### src/rtl/masked_mult_gf2n_pipe.sv
// masked_mult_gf2n_pipe: second-order (3-share) masked GF(2^N) multiplier.
// Ring-refreshed cross products are registered, then compressed to 3 output shares.
// Ports: clk; rst_n (synchronous, active-low);
//        in_valid/in_ready, a1..a3, b1..b3, r (9 words of N bits);
//        out_valid/out_ready, y1..y3 (output shares of a*b).
module masked_mult_gf2n_pipe #(
    parameter int           N       = 4,
    parameter logic [N-1:0] POLY    = 4'h3,
    parameter bit           OUT_REG = 1'b0
) (
    input  logic           clk,
    input  logic           rst_n,
    input  logic           in_valid,
    output logic           in_ready,
    input  logic [N-1:0]   a1,
    input  logic [N-1:0]   a2,
    input  logic [N-1:0]   a3,
    input  logic [N-1:0]   b1,
    input  logic [N-1:0]   b2,
    input  logic [N-1:0]   b3,
    input  logic [9*N-1:0] r,
    output logic           out_valid,
    input  logic           out_ready,
    output logic [N-1:0]   y1,
    output logic [N-1:0]   y2,
    output logic [N-1:0]   y3
);

    // Shift-and-add multiply with reduction folded into each doubling.
    function automatic logic [N-1:0] gf_mul(
        input logic [N-1:0] x,
        input logic [N-1:0] y
    );
        logic [N-1:0] acc;
        logic [N-1:0] sh;
        acc = '0;
        sh  = x;
        for (int i = 0; i < N; i++) begin
            if (y[i]) begin
                acc = acc ^ sh;
            end
            sh = sh[N-1] ? ((sh << 1) ^ POLY) : (sh << 1);
        end
        return acc;
    endfunction

    logic [N-1:0] w_a [3];
    logic [N-1:0] w_b [3];
    logic [N-1:0] w_r [9];
    logic [N-1:0] w_p [9];
    logic [N-1:0] w_c [3];
    logic         w_acc;
    logic         w_adv1;

    logic         r_v1;
    logic [N-1:0] r_p [9];

    assign w_a[0] = a1;
    assign w_a[1] = a2;
    assign w_a[2] = a3;
    assign w_b[0] = b1;
    assign w_b[1] = b2;
    assign w_b[2] = b3;

    for (genvar k = 0; k < 9; k++) begin : g_rword
        assign w_r[k] = r[k*N +: N];
    end

    // Each product touches one share of a and one of b only; the
    // ring refresh keeps every registered term uniformly masked.
    always_comb begin
        for (int k = 0; k < 9; k++) begin
            w_p[k] = gf_mul(w_a[k % 3], w_b[k / 3])
                   ^ w_r[k] ^ w_r[(k + 1) % 9];
        end
    end

    assign w_acc = in_valid & in_ready;

    always_ff @(posedge clk) begin
        if (!rst_n) begin
            r_v1 <= 1'b0;
            for (int k = 0; k < 9; k++) begin
                r_p[k] <= '0;
            end
        end else begin
            if (w_acc) begin
                r_v1 <= 1'b1;
            end else if (w_adv1) begin
                r_v1 <= 1'b0;
            end
            // Hold while idle or stalled so no fresh r is mixed in.
            if (w_acc) begin
                for (int k = 0; k < 9; k++) begin
                    r_p[k] <= w_p[k];
                end
            end
        end
    end

    assign w_c[0] = r_p[0] ^ r_p[1] ^ r_p[2];
    assign w_c[1] = r_p[3] ^ r_p[4] ^ r_p[5];
    assign w_c[2] = r_p[6] ^ r_p[7] ^ r_p[8];

    if (OUT_REG) begin : g_oreg
        logic         r_v2;
        logic [N-1:0] r_y [3];

        assign w_adv1   = r_v1 & (~r_v2 | out_ready);
        assign in_ready = ~r_v1 | ~r_v2 | out_ready;

        always_ff @(posedge clk) begin
            if (!rst_n) begin
                r_v2 <= 1'b0;
                for (int m = 0; m < 3; m++) begin
                    r_y[m] <= '0;
                end
            end else begin
                if (w_adv1) begin
                    r_v2 <= 1'b1;
                    for (int m = 0; m < 3; m++) begin
                        r_y[m] <= w_c[m];
                    end
                end else if (out_ready) begin
                    r_v2 <= 1'b0;
                end
            end
        end

        assign out_valid = r_v2;
        assign y1        = r_y[0];
        assign y2        = r_y[1];
        assign y3        = r_y[2];
    end else begin : g_direct
        assign w_adv1    = r_v1 & out_ready;
        assign in_ready  = ~r_v1 | out_ready;
        assign out_valid = r_v1;
        assign y1        = w_c[0];
        assign y2        = w_c[1];
        assign y3        = w_c[2];
    end

endmodule

### config.mk
export PLATFORM = sky130hd
export DESIGN_NAME = masked_mult_gf2n_pipe
export DESIGN_NICKNAME = d
export VERILOG_FILES = /design/src/rtl/masked_mult_gf2n_pipe.sv
export SDC_FILE = /design/constraint.sdc
export NUM_CORES = 1
export LEC_CHECK = 0
export ABC_AREA = 1
export ABC_CLOCK_PERIOD_IN_PS = 1900
export CORE_ASPECT_RATIO = 0.5
export CORE_UTILIZATION = 51
export CTS_BUF_LIST = sky130_fd_sc_hd__clkbuf_8
export DETAILED_ROUTE_END_ITERATION = 6
export HOLD_SLACK_MARGIN = 0.06
export PLACE_DENSITY = 0.8
export SETUP_SLACK_MARGIN = 0.1
export SLEW_MARGIN = 20
export SYNTH_ARGS = -nofsm -noshare
export SYNTH_HDL_FRONTEND = slang
export SYNTH_SLANG_ARGS = --single-unit
### constraint.sdc
create_clock -name clk -period 1.9 [get_ports clk]
set_clock_uncertainty 0.15 [all_clocks]
set_input_delay 0.38 -clock clk [delete_from_list [all_inputs] [get_ports clk]]
set_output_delay 0.38 -clock clk [all_outputs]
set_load 0.005 [all_outputs]
==> summary.json, run 1 <==
{
  "dp_hpwl_microns": 11900,
  "cts_buffer_depth": 2,
  "total_leakage_power_uw": 0.00348,
  "globalRoute.totalOverflow": 0,
  "flow.area_growth_from_synthesis_pct": 35.9,
  "timing.fmax_ghz": 0.562,
  "dieWidth_microns": 140,
  "sw_frac_of_total": 0.377,
  "clock_tree_from_tritoncts": "built",
  "drive_gt1_frac": 0.157,
  "layout.cells.most_common": "nand2_1",
  "power.switching_uw": 1280,
  "pwr_density_cell_nw_per_um2": 511,
  "core-area_sq_um": 8980,
  "ys_seq_area_frac": 0.226,
  "max_slew_margin": 0.743,
  "final_hold_viol_count": 0,
  "place_worst_setup_slack_ns": -0.348,
  "design.die.area_sq_um": 9980,
  "synthDistinctLibCells": 22,
  "worst_slack_on_hold_paths_ns": 0.448,
  "remaining_drc_errors": 0,
  "numClockSinks": 37,
  "total_iterations_of_the_first_detailed_routing_run": 6,
  "min_to": "out_valid$_SDFFE_PN0P_",
  "internal_power_uw": 2110,
  "grt_max_degree": 28,
  "finish.net_count": 1030,
  "ys.warnings.count": 0,
  "syn-mean-instance-area_sq_um": 5.81,
  "buffer_ports.inserted": 77,
  "holdPathStages": 3,
  "postLayoutSetupSlackWorst_ns": 0.121,
  "worst_skew_pair.late_latency_ns": 0.31,
  "power.combinational.fraction": 0.475,
  "insertedDiodeCount": 0,
  "yosys.area.top_type": "nand2_1",
  "setup_viol_count_final": 0,
  "detail_route.wl_per_cell_microns": 14.9,
  "first_pass_grt_wire_length_microns": 24400,
  "p_clk_frac": 0.219,
  "crit_type": "in2reg",
  "dp.cells": 1067,
  "ys_seq_elements": 37,
  "outcome": "completed",
  "global_route.usage.total": 0.314,
  "seq_power_share": 0.306,
  "worst_slew_pin_slew_ns": 0.385,
  "pin_count": 78,
  "synth_top_area_share": 0.270,
  "crit_fanout": 12,
  "antenna_left": 0,
  "cap_viol_max_count": 0,
  "initial_drc_count": 513,
  "die_height_microns": 71.1,
  "clkTransAtPathRegs_ns": 0.10,
  "reg2reg_setup_slack_ns": 0.45,
  "hold_path_startpoint": "out_valid$_SDFFE_PN0P_",
  "instances_no_fill": 1084,
  "worst_setup_path_end_kind": "flop",
  "routed-via-count": 5817,
  "globalplace.congestion": 0.906,
  "clock-root-buffer": "clkbuf_8",
  "floorplan.rows": 24,
  "synth_area_sq_um": 4870,
  "max-vdd-ir-drop_v": 0.000350,
  "numCtsBuffers": 5,
  "initial_utilization": 0.543,
  "timing.final.crit_share": 0.936,
  "synthesis.nets": 903,
  "finalMaxSlewViolations": 0,
  "synth.area.top_cells": "nand2_1 (27%), edfxtp_1 (22%), xnor2_1 (12%)",
  "post-route-min-period_ns": 1.78,
  "crit_arrival_ns": 1.70,
  "holdCritPathClass": "reg2reg",
  "grt_setup_unrepaired": "yes",
  "post_detailed_route_via_to_cell_ratio": 5.37,
  "vias_in_the_first_global_route": 5135,
  "worstSetupStartpointType": "input port",
  "critical_path.reg2reg.startpoint": "out_valid$_SDFFE_PN0P_",
  "cts_max_level": 2,
  "final_cell_mix": "nand2_1 (330), inv_1 (91), nor2_1 (77)",
  "synthesis.instances": 839,
  "worst-endpoint-required_ns": 1.82,
  "postRouteWirelength_microns": 16100,
  "ff2ff_path_depth": 6,
  "grt_antenna_before_repair": 0,
  "worst_r2r_endpoint": "r_p[0][23]$_SDFFCE_PN0P_"
}
[power groups by stage]
stage / logic, uW / clock network [uW] / registers [uW]
2_1_floorplan: 921 / 0 / 1040
3_3_place_gp: 1520 / 0 / 1040
3_5_place_dp: 1550 / 0 / 1050
4_1_cts: 1520 / 749 / 1030
5_1_grt: 1760 / 776 / 1040
6_report: 1610 / 742 / 1030
[critical path, cell delays in order]
cell	delay [ns]
clkdlybuf4s50_1	0.50
buf_12	0.15
inv_1	0.14
nor2_2	0.18
nand3_1	0.11
a21oi_1	0.16
nor2_1	0.06
[synth_stat cells (all sizes together)]
cell type and n:
clkbuf 2, nand3b 10, nor2 92, xor2 21, buf 29, nand3 70
o21ai 24, nand4 6, dfxtp 1, a21oi 25, inv 98, nand2 354
xnor2 65, clkinv 1, edfxtp 36, o21bai 5
[worst max-delay path by stage]
| stage | end | start | cells past startpoint | slack (ns) |
|---|---|---|---|---|
| 2_1_floorplan | r_p[0][0]$_SDFFCE_PN0P_ | out_ready | 4 | 0.27 |
| 3_3_place_gp | r_p[0][13]$_SDFFCE_PN0P_ | a1[3] | 8 | -0.31 |
| 3_5_place_dp | r_p[0][9]$_SDFFCE_PN0P_ | a3[3] | 8 | -0.35 |
| 4_1_cts | y1[1] | r_p[0][1]$_SDFFCE_PN0P_ | 3 | 0.04 |
| 5_1_grt | r_p[0][13]$_SDFFCE_PN0P_ | b2[1] | 9 | 0.06 |
| 6_report | r_p[0][13]$_SDFFCE_PN0P_ | b2[1] | 7 | 0.12 |
[metrics by stage]
stage | power [uW] | cell area, sq um | utilization | setup TNS (ns)
finish | 3390 | 6630 | 0.738 | 0
global placement | 2560 | 6230 | 0.693 | -8.22
floorplan | 1960 | 4880 | - | 0
detailed placement | 2600 | 6230 | 0.693 | -9.28
CTS | 3300 | 6370 | 0.709 | 0
global route | 3580 | 6630 | 0.738 | 0
[routing by layer]
layer  global-route usage  vias up  share of wire
li1                     -     2848              -
met2                0.531      325           0.43
met3               0.0542       57           0.11
met5                    0        -              0
met1                0.418     2587           0.43
met4               0.0855        0          0.026
[registers in the layout (all words and copies together) (netlist names)]
name	count
r_p	36
out_valid	1
[final cells by class]
cell class	instances	area (sq um)
Multi-Input combinational cell	674	3380
Fill cell	761	2350
Timing Repair Buffer	149	1500
Sequential cell	37	1100
Inverter	99	380
Tap cell	117	146
Clock buffer	5	68.8
Clock inverter	3	46.3
[logic make-up after synthesis]
kind of cell / Yosys count / share of synthesized area
xor+xnor: 86 / 0.155
simple gates: 532 / 0.443
buf+inv: 130 / 0.119
flops: 37 / 0.226
compound gates: 54 / 0.0580
[repair_timing]
item	in CTS	in global routing
gates cloned	0	5
endpoints found under the setup margin	39	45
setup buffers	0	4
hold buffers	0	0
resized for setup	49	70
pin swaps	17	25
Power figures use the tool's default switching activity.
==> run 2, diff against run 1 <==
--- a/config.mk
+++ b/config.mk
@@ -13,6 +13,7 @@
 export DETAILED_ROUTE_END_ITERATION = 6
 export HOLD_SLACK_MARGIN = 0.06
 export PLACE_DENSITY = 0.8
+export RECOVER_POWER = 50
 export SETUP_SLACK_MARGIN = 0.1
 export SLEW_MARGIN = 20
 export SYNTH_ARGS = -nofsm -noshare
==> run 2 against run 1 <==
Against the previous run: wire length about the same; via count decreased by 0.33%; die area unchanged; sequential share of layout area increased by 0.050 points; clock-buffer cell count unchanged; register-to-register slack got worse by 0.09 ns; sequential cell count unchanged; worst hold slack improved by 0.00078 ns; first-iteration DRC count decreased by 6.0%; maximum frequency decreased by 4.2%; largest cell class unchanged.
==> summary.json, run 2 (same netlist as run 1, synthesis figures left out) <==
{
  "placed_cell_area_sq_um": 6230,
  "largest_reg_flops": 36,
  "floorplan.rows": 24,
  "globalplace.congestion": 0.906,
  "design.die.area_sq_um": 9980,
  "vias_in_the_first_global_route": 5135,
  "postRouteWirelength_microns": 16100,
  "first_pass_grt_wire_length_microns": 24400,
  "buffer_ports.inserted": 77,
  "pin_count": 78,
  "finish.net_count": 1030,
  "critical_path.reg2reg.startpoint": "out_valid$_SDFFE_PN0P_",
  "worst_slew_pin_slew_ns": 0.416,
  "worst_setup_path_startpoint": "a2[2]",
  "insertedDiodeCount": 0,
  "max_slew_margin": 0.723,
  "crit_chain": "dlygate4sd2_1 > clkbuf_2 > nand2_1 > nand2_2 > nor2_1 > nand2_1 > nand2_1 > a21oi_2 > nor2_1",
  "numCtsBuffers": 5,
  "antenna_left": 0,
  "crit_arrival_ns": 1.77,
  "clock-root-buffer": "clkbuf_8",
  "timing.final.crit_share": 0.977,
  "setup_viol_count_final": 0,
  "total_iterations_of_the_first_detailed_routing_run": 5,
  "crit_fanout": 9,
  "globalRoute.totalOverflow": 0,
  "cts_buffer_depth": 2,
  "fin_util": 0.736,
  "dieWidth_microns": 140,
  "hold_fix_buffers_cts": 0,
  "cts_max_level": 2,
  "routed-via-count": 5798,
  "timing.critical_path.slowest_stage_cell": "dlygate4sd2_1",
  "core-area_sq_um": 8980,
  "postLayoutSetupSlackWorst_ns": 0.0436,
  "finalMaxSlewViolations": 0,
  "dp_hpwl_microns": 11900,
  "numClockSinks": 37,
  "post_detailed_route_via_to_cell_ratio": 5.35,
  "cp_num_buf_inv": 2,
  "dp.cells": 1067,
  "worst_path_most_repeated_cell": "nand2_1",
  "hold_path_startpoint": "out_valid$_SDFFE_PN0P_",
  "initial_utilization": 0.543,
  "final_instance_area_sq_um": 6610,
  "cap_viol_max_count": 0,
  "crit_type": "in2reg",
  "final_hold_viol_count": 0,
  "timing.fmax_ghz": 0.539,
  "detail_route.wl_per_cell_microns": 14.9,
  "final_cell_mix": "nand2_1 (330), inv_1 (91), nor2_1 (77)",
  "drive_gt1_frac": 0.157,
  "worst_setup_path_end_kind": "flop",
  "layout.cells.most_common": "nand2_1",
  "grt_max_degree": 28,
  "worstSetupStartpointType": "input port",
  "n_fill_cell": 766,
  "die_height_microns": 71.1,
  "flow.area_growth_from_synthesis_pct": 35.5,
  "worst_skew_pair.late_latency_ns": 0.31,
  "family_of_cells_with_the_greatest_summed_delay_on_the_critical_path": "buffers and inverters",
  "global_route.usage.total": 0.314,
  "grt_setup_unrepaired": "yes",
  "max-vdd-ir-drop_v": 0.000351,
  "critical-path-max-stage-delay_ns": 0.34,
  "registers.top_by_ff_count": "r_p",
  "grt_antenna_before_repair": 0,
  "worst-endpoint-required_ns": 1.82,
  "initial_drc_count": 482,
  "remaining_drc_errors": 0,
  "instances_no_fill": 1084,
  "clkTransAtPathRegs_ns": 0.10,
  "outcome": "completed",
  "holdCritPathClass": "reg2reg",
  "place_worst_setup_slack_ns": -0.348,
  "clock_tree_from_tritoncts": "built",
  "power.total_uw": 3380,
  "post-route-min-period_ns": 1.86,
  "total_leakage_power_uw": 0.00347,
  "pwr_density_cell_nw_per_um2": 512
}
==> run 2: cell count changes in the layout (fill, tap and decap cells not counted), sizes merged <==
cell	previous run	this run
buf	73	69
clkbuf	16	20
clkdlybuf4s50	45	44
dlygate4sd3	0	1
==> run 2: final timing paths <==
path              slack, ns  cells after the start                       end
setup / recovery       0.04                      9  r_p[0][29]$_SDFFCE_PN0P_
hold / removal         0.45                      3    out_valid$_SDFFE_PN0P_
setup reg to reg       0.36                      4   r_p[0][1]$_SDFFCE_PN0P_
hold reg to reg        0.45                      3    out_valid$_SDFFE_PN0P_
==> run 2: power breakdown <==
group	switching, uW	leakage [uW]	internal [uW]
sequential	42.7	0.000401	992
combinational	885	0.00302	717
clock	350	0.0000543	394
total	1280	0.00347	2100
==> run 2: stage by stage <==
stage	hold slack (ns)	TNS [ns]
after floorplan	0.376	0
after global placement	0.439	-8.22
after detailed placement	0.441	-9.28
after CTS	0.452	0
after global routing	0.494	0
final	0.448	0
==> run 2: final cells by class <==
type	instances	area, sq um	share of cell area
inverters	99	380	0.0576
well taps	117	146	0.0222
clock inverters	3	46.3	0.00701
multi-input cells	674	3380	0.512
clock buffers	5	68.8	0.0104
repair buffers	149	1480	0.224
flip-flops and latches	37	1100	0.167
==> run 2: tightest hold or removal path, stage by stage, from the launching register on <==
cell	delay, ns
dfxtp_1	0.32
nand2_1	0.09
buf_4	0.10
a21oi_1	0.05
==> run 2: layer usage <==
metal  track usage  routed length, microns  vias up
met5             0                       0        -
met4        0.0855                     456        0
met3        0.0542                    1840       60
met2         0.531                    6960      321
met1         0.418                    6870     2569
li1              -                       -     2848
==> run 2: timing repair <==
action	CTS	global route
pin swaps	17	25
endpoints found under the setup margin	39	45
cloned	0	5
gates resized for setup	49	70
setup buffers	0	4
==> run 3, diff against run 2 <==
--- a/config.mk
+++ b/config.mk
@@ -8,6 +8,7 @@
 export ABC_AREA = 1
 export ABC_CLOCK_PERIOD_IN_PS = 1900
 export CORE_ASPECT_RATIO = 0.5
+export CORE_MARGIN = 2
 export CORE_UTILIZATION = 51
 export CTS_BUF_LIST = sky130_fd_sc_hd__clkbuf_8
 export DETAILED_ROUTE_END_ITERATION = 6
==> run 3 against run 2 <==
Against the previous run: via count increased by 0.64%; clock power decreased by 25%; die area increased by 4.3%; first-iteration DRC count increased by 33%; combinational power about the same; wire length decreased by 1.4%; global-route usage decreased by 1.8 points; sequential power about the same; non-clock buffer count decreased by 15; critical endpoint is now y1[1].
==> summary.json, run 3 (same netlist as run 1, synthesis figures left out) <==
{
  "outcome": "completed",
  "largest_reg_flops": 36,
  "grt_max_degree": 22,
  "core-area_sq_um": 9350,
  "pwr_density_cell_nw_per_um2": 493,
  "dp_hpwl_microns": 11400,
  "worst_path_most_repeated_cell": "xnor2_1",
  "cts_max_level": 2,
  "final_hold_viol_count": 0,
  "crit_chain": "xnor2_1 > xnor2_1 > clkbuf_2",
  "worst_skew_pair.late_latency_ns": 0.30,
  "initial_utilization": 0.521,
  "floorplan.rows": 25,
  "timing.critical_path.slowest_stage_cell": "edfxtp_1",
  "timing.final.crit_share": 0.968,
  "die_height_microns": 73.1,
  "worst-endpoint-required_ns": 1.37,
  "cts_buffer_depth": 2,
  "drive_gt1_frac": 0.140,
  "global_route.usage.total": 0.296,
  "first_pass_grt_wire_length_microns": 24000,
  "flow.area_growth_from_synthesis_pct": 32.8,
  "detail_route.wl_per_cell_microns": 14.8,
  "vias_in_the_first_global_route": 5082,
  "numClockSinks": 37,
  "finish.net_count": 1016,
  "crit_type": "reg2out",
  "worst_setup_path_end_kind": "output port",
  "globalplace.congestion": 1.03,
  "final_cell_mix": "nand2_1 (327), inv_1 (98), nor2_1 (81)",
  "layout.cells.most_common": "nand2_1",
  "worstSetupStartpointType": "flop",
  "buffer_ports.inserted": 77,
  "crit_fanout": 1,
  "registers.top_by_ff_count": "r_p",
  "total_leakage_power_uw": 0.00340,
  "hold_fix_buffers_cts": 0,
  "numCtsBuffers": 5,
  "globalRoute.totalOverflow": 0,
  "clkTransAtPathRegs_ns": 0.08,
  "timing.fmax_ghz": 0.544,
  "dieWidth_microns": 142,
  "finalMaxSlewViolations": 0,
  "remaining_drc_errors": 0,
  "clock-root-buffer": "clkbuf_8",
  "holdCritPathClass": "reg2reg",
  "total_iterations_of_the_first_detailed_routing_run": 6,
  "grt_setup_unrepaired": "yes",
  "place_worst_setup_slack_ns": -0.415,
  "worst_slew_pin_slew_ns": 0.421,
  "totalNegativeSetupSlack_ns": 0,
  "crit_arrival_ns": 1.31,
  "antenna_left": 0,
  "initial_drc_count": 639,
  "max-vdd-ir-drop_v": 0.000322,
  "postLayoutSetupSlackWorst_ns": 0.0612,
  "post-route-min-period_ns": 1.84,
  "placed_cell_area_sq_um": 6130,
  "pin_count": 78,
  "post_detailed_route_via_to_cell_ratio": 5.43,
  "final_instance_area_sq_um": 6470,
  "cap_viol_max_count": 0,
  "routed-via-count": 5835,
  "critical-path-max-stage-delay_ns": 0.40,
  "max_slew_margin": 0.719,
  "setup_viol_count_final": 0,
  "postRouteWirelength_microns": 15900,
  "insertedDiodeCount": 0,
  "reg2reg_setup_slack_ns": 0.40,
  "design.die.area_sq_um": 10400,
  "clock_tree_from_tritoncts": "built",
  "grt_antenna_before_repair": 0
}
## run 3: cell count changes in the layout (fill, tap and decap cells not counted), sizes merged
cell,delta
buf,-13
dlymetal6s2s,-5
inv,+5
dlygate4sd2,+4
clkbuf,-3
clkdlybuf4s50,+2
clkinv,-2
bufinv,-1
clkinvlp,-1
## run 3: worst max-delay path, delay by kind of cell, from the launching register on
kind / cells / cell delay [ns]
flops: 1 / 0.40
buf+inv: 1 / 0.16
xor+xnor: 2 / 0.43
## run 3: power by group
part           switching [uW]  total [uW]  internal, uW
combinational             893        1600           704
sequential               43.2        1040           993
clock                     312         558           245
total                    1250        3190          1940
## run 3: layout make-up
cell class | instances | area (sq um)
multi-input combinational | 674 | 3420
fill | 767 | 2880
timing repair buffer | 134 | 1340
sequential | 37 | 1100
inverter | 99 | 375
tap | 121 | 151
clock buffer | 5 | 68.8
clock inverter | 3 | 11.3
timing repair inverter | 1 | 5.00
## run 3: final timing paths
check	start	to	cells after the start
setup / recovery	r_p[0][1]$_SDFFCE_PN0P_	y1[1]	3
hold / removal	out_valid$_SDFFE_PN0P_	out_valid$_SDFFE_PN0P_	3
setup reg to reg	out_valid$_SDFFE_PN0P_	r_p[0][9]$_SDFFCE_PN0P_	4
hold reg to reg	out_valid$_SDFFE_PN0P_	out_valid$_SDFFE_PN0P_	3
## run 3: stage by stage
step	util	total power, uW	instances	hold WS [ns]
after detailed placement	0.655	2580	1059	0.453
after floorplan	-	1960	839	0.376
after global placement	0.655	2530	1059	0.443
after CTS	0.668	3090	1069	0.463
final	0.692	3190	1074	0.452
after global routing	0.692	3370	1074	0.495
## run 3: timing repair
action,CTS,global route
setup buffers,1,0
pin swaps,14,17
gates resized for setup,45,73
setup endpoints to repair,40,44
cloned,1,5
## run 3: metal layers
| metal | track usage | vias to the layer above | wire length, microns |
|---|---|---|---|
| li1 | - | 2810 | - |
| met1 | 0.401 | 2590 | 6430 |
| met2 | 0.480 | 378 | 6840 |
| met3 | 0.0558 | 57 | 2120 |
| met4 | 0.103 | 0 | 508 |
| met5 | 0 | - | 0 |
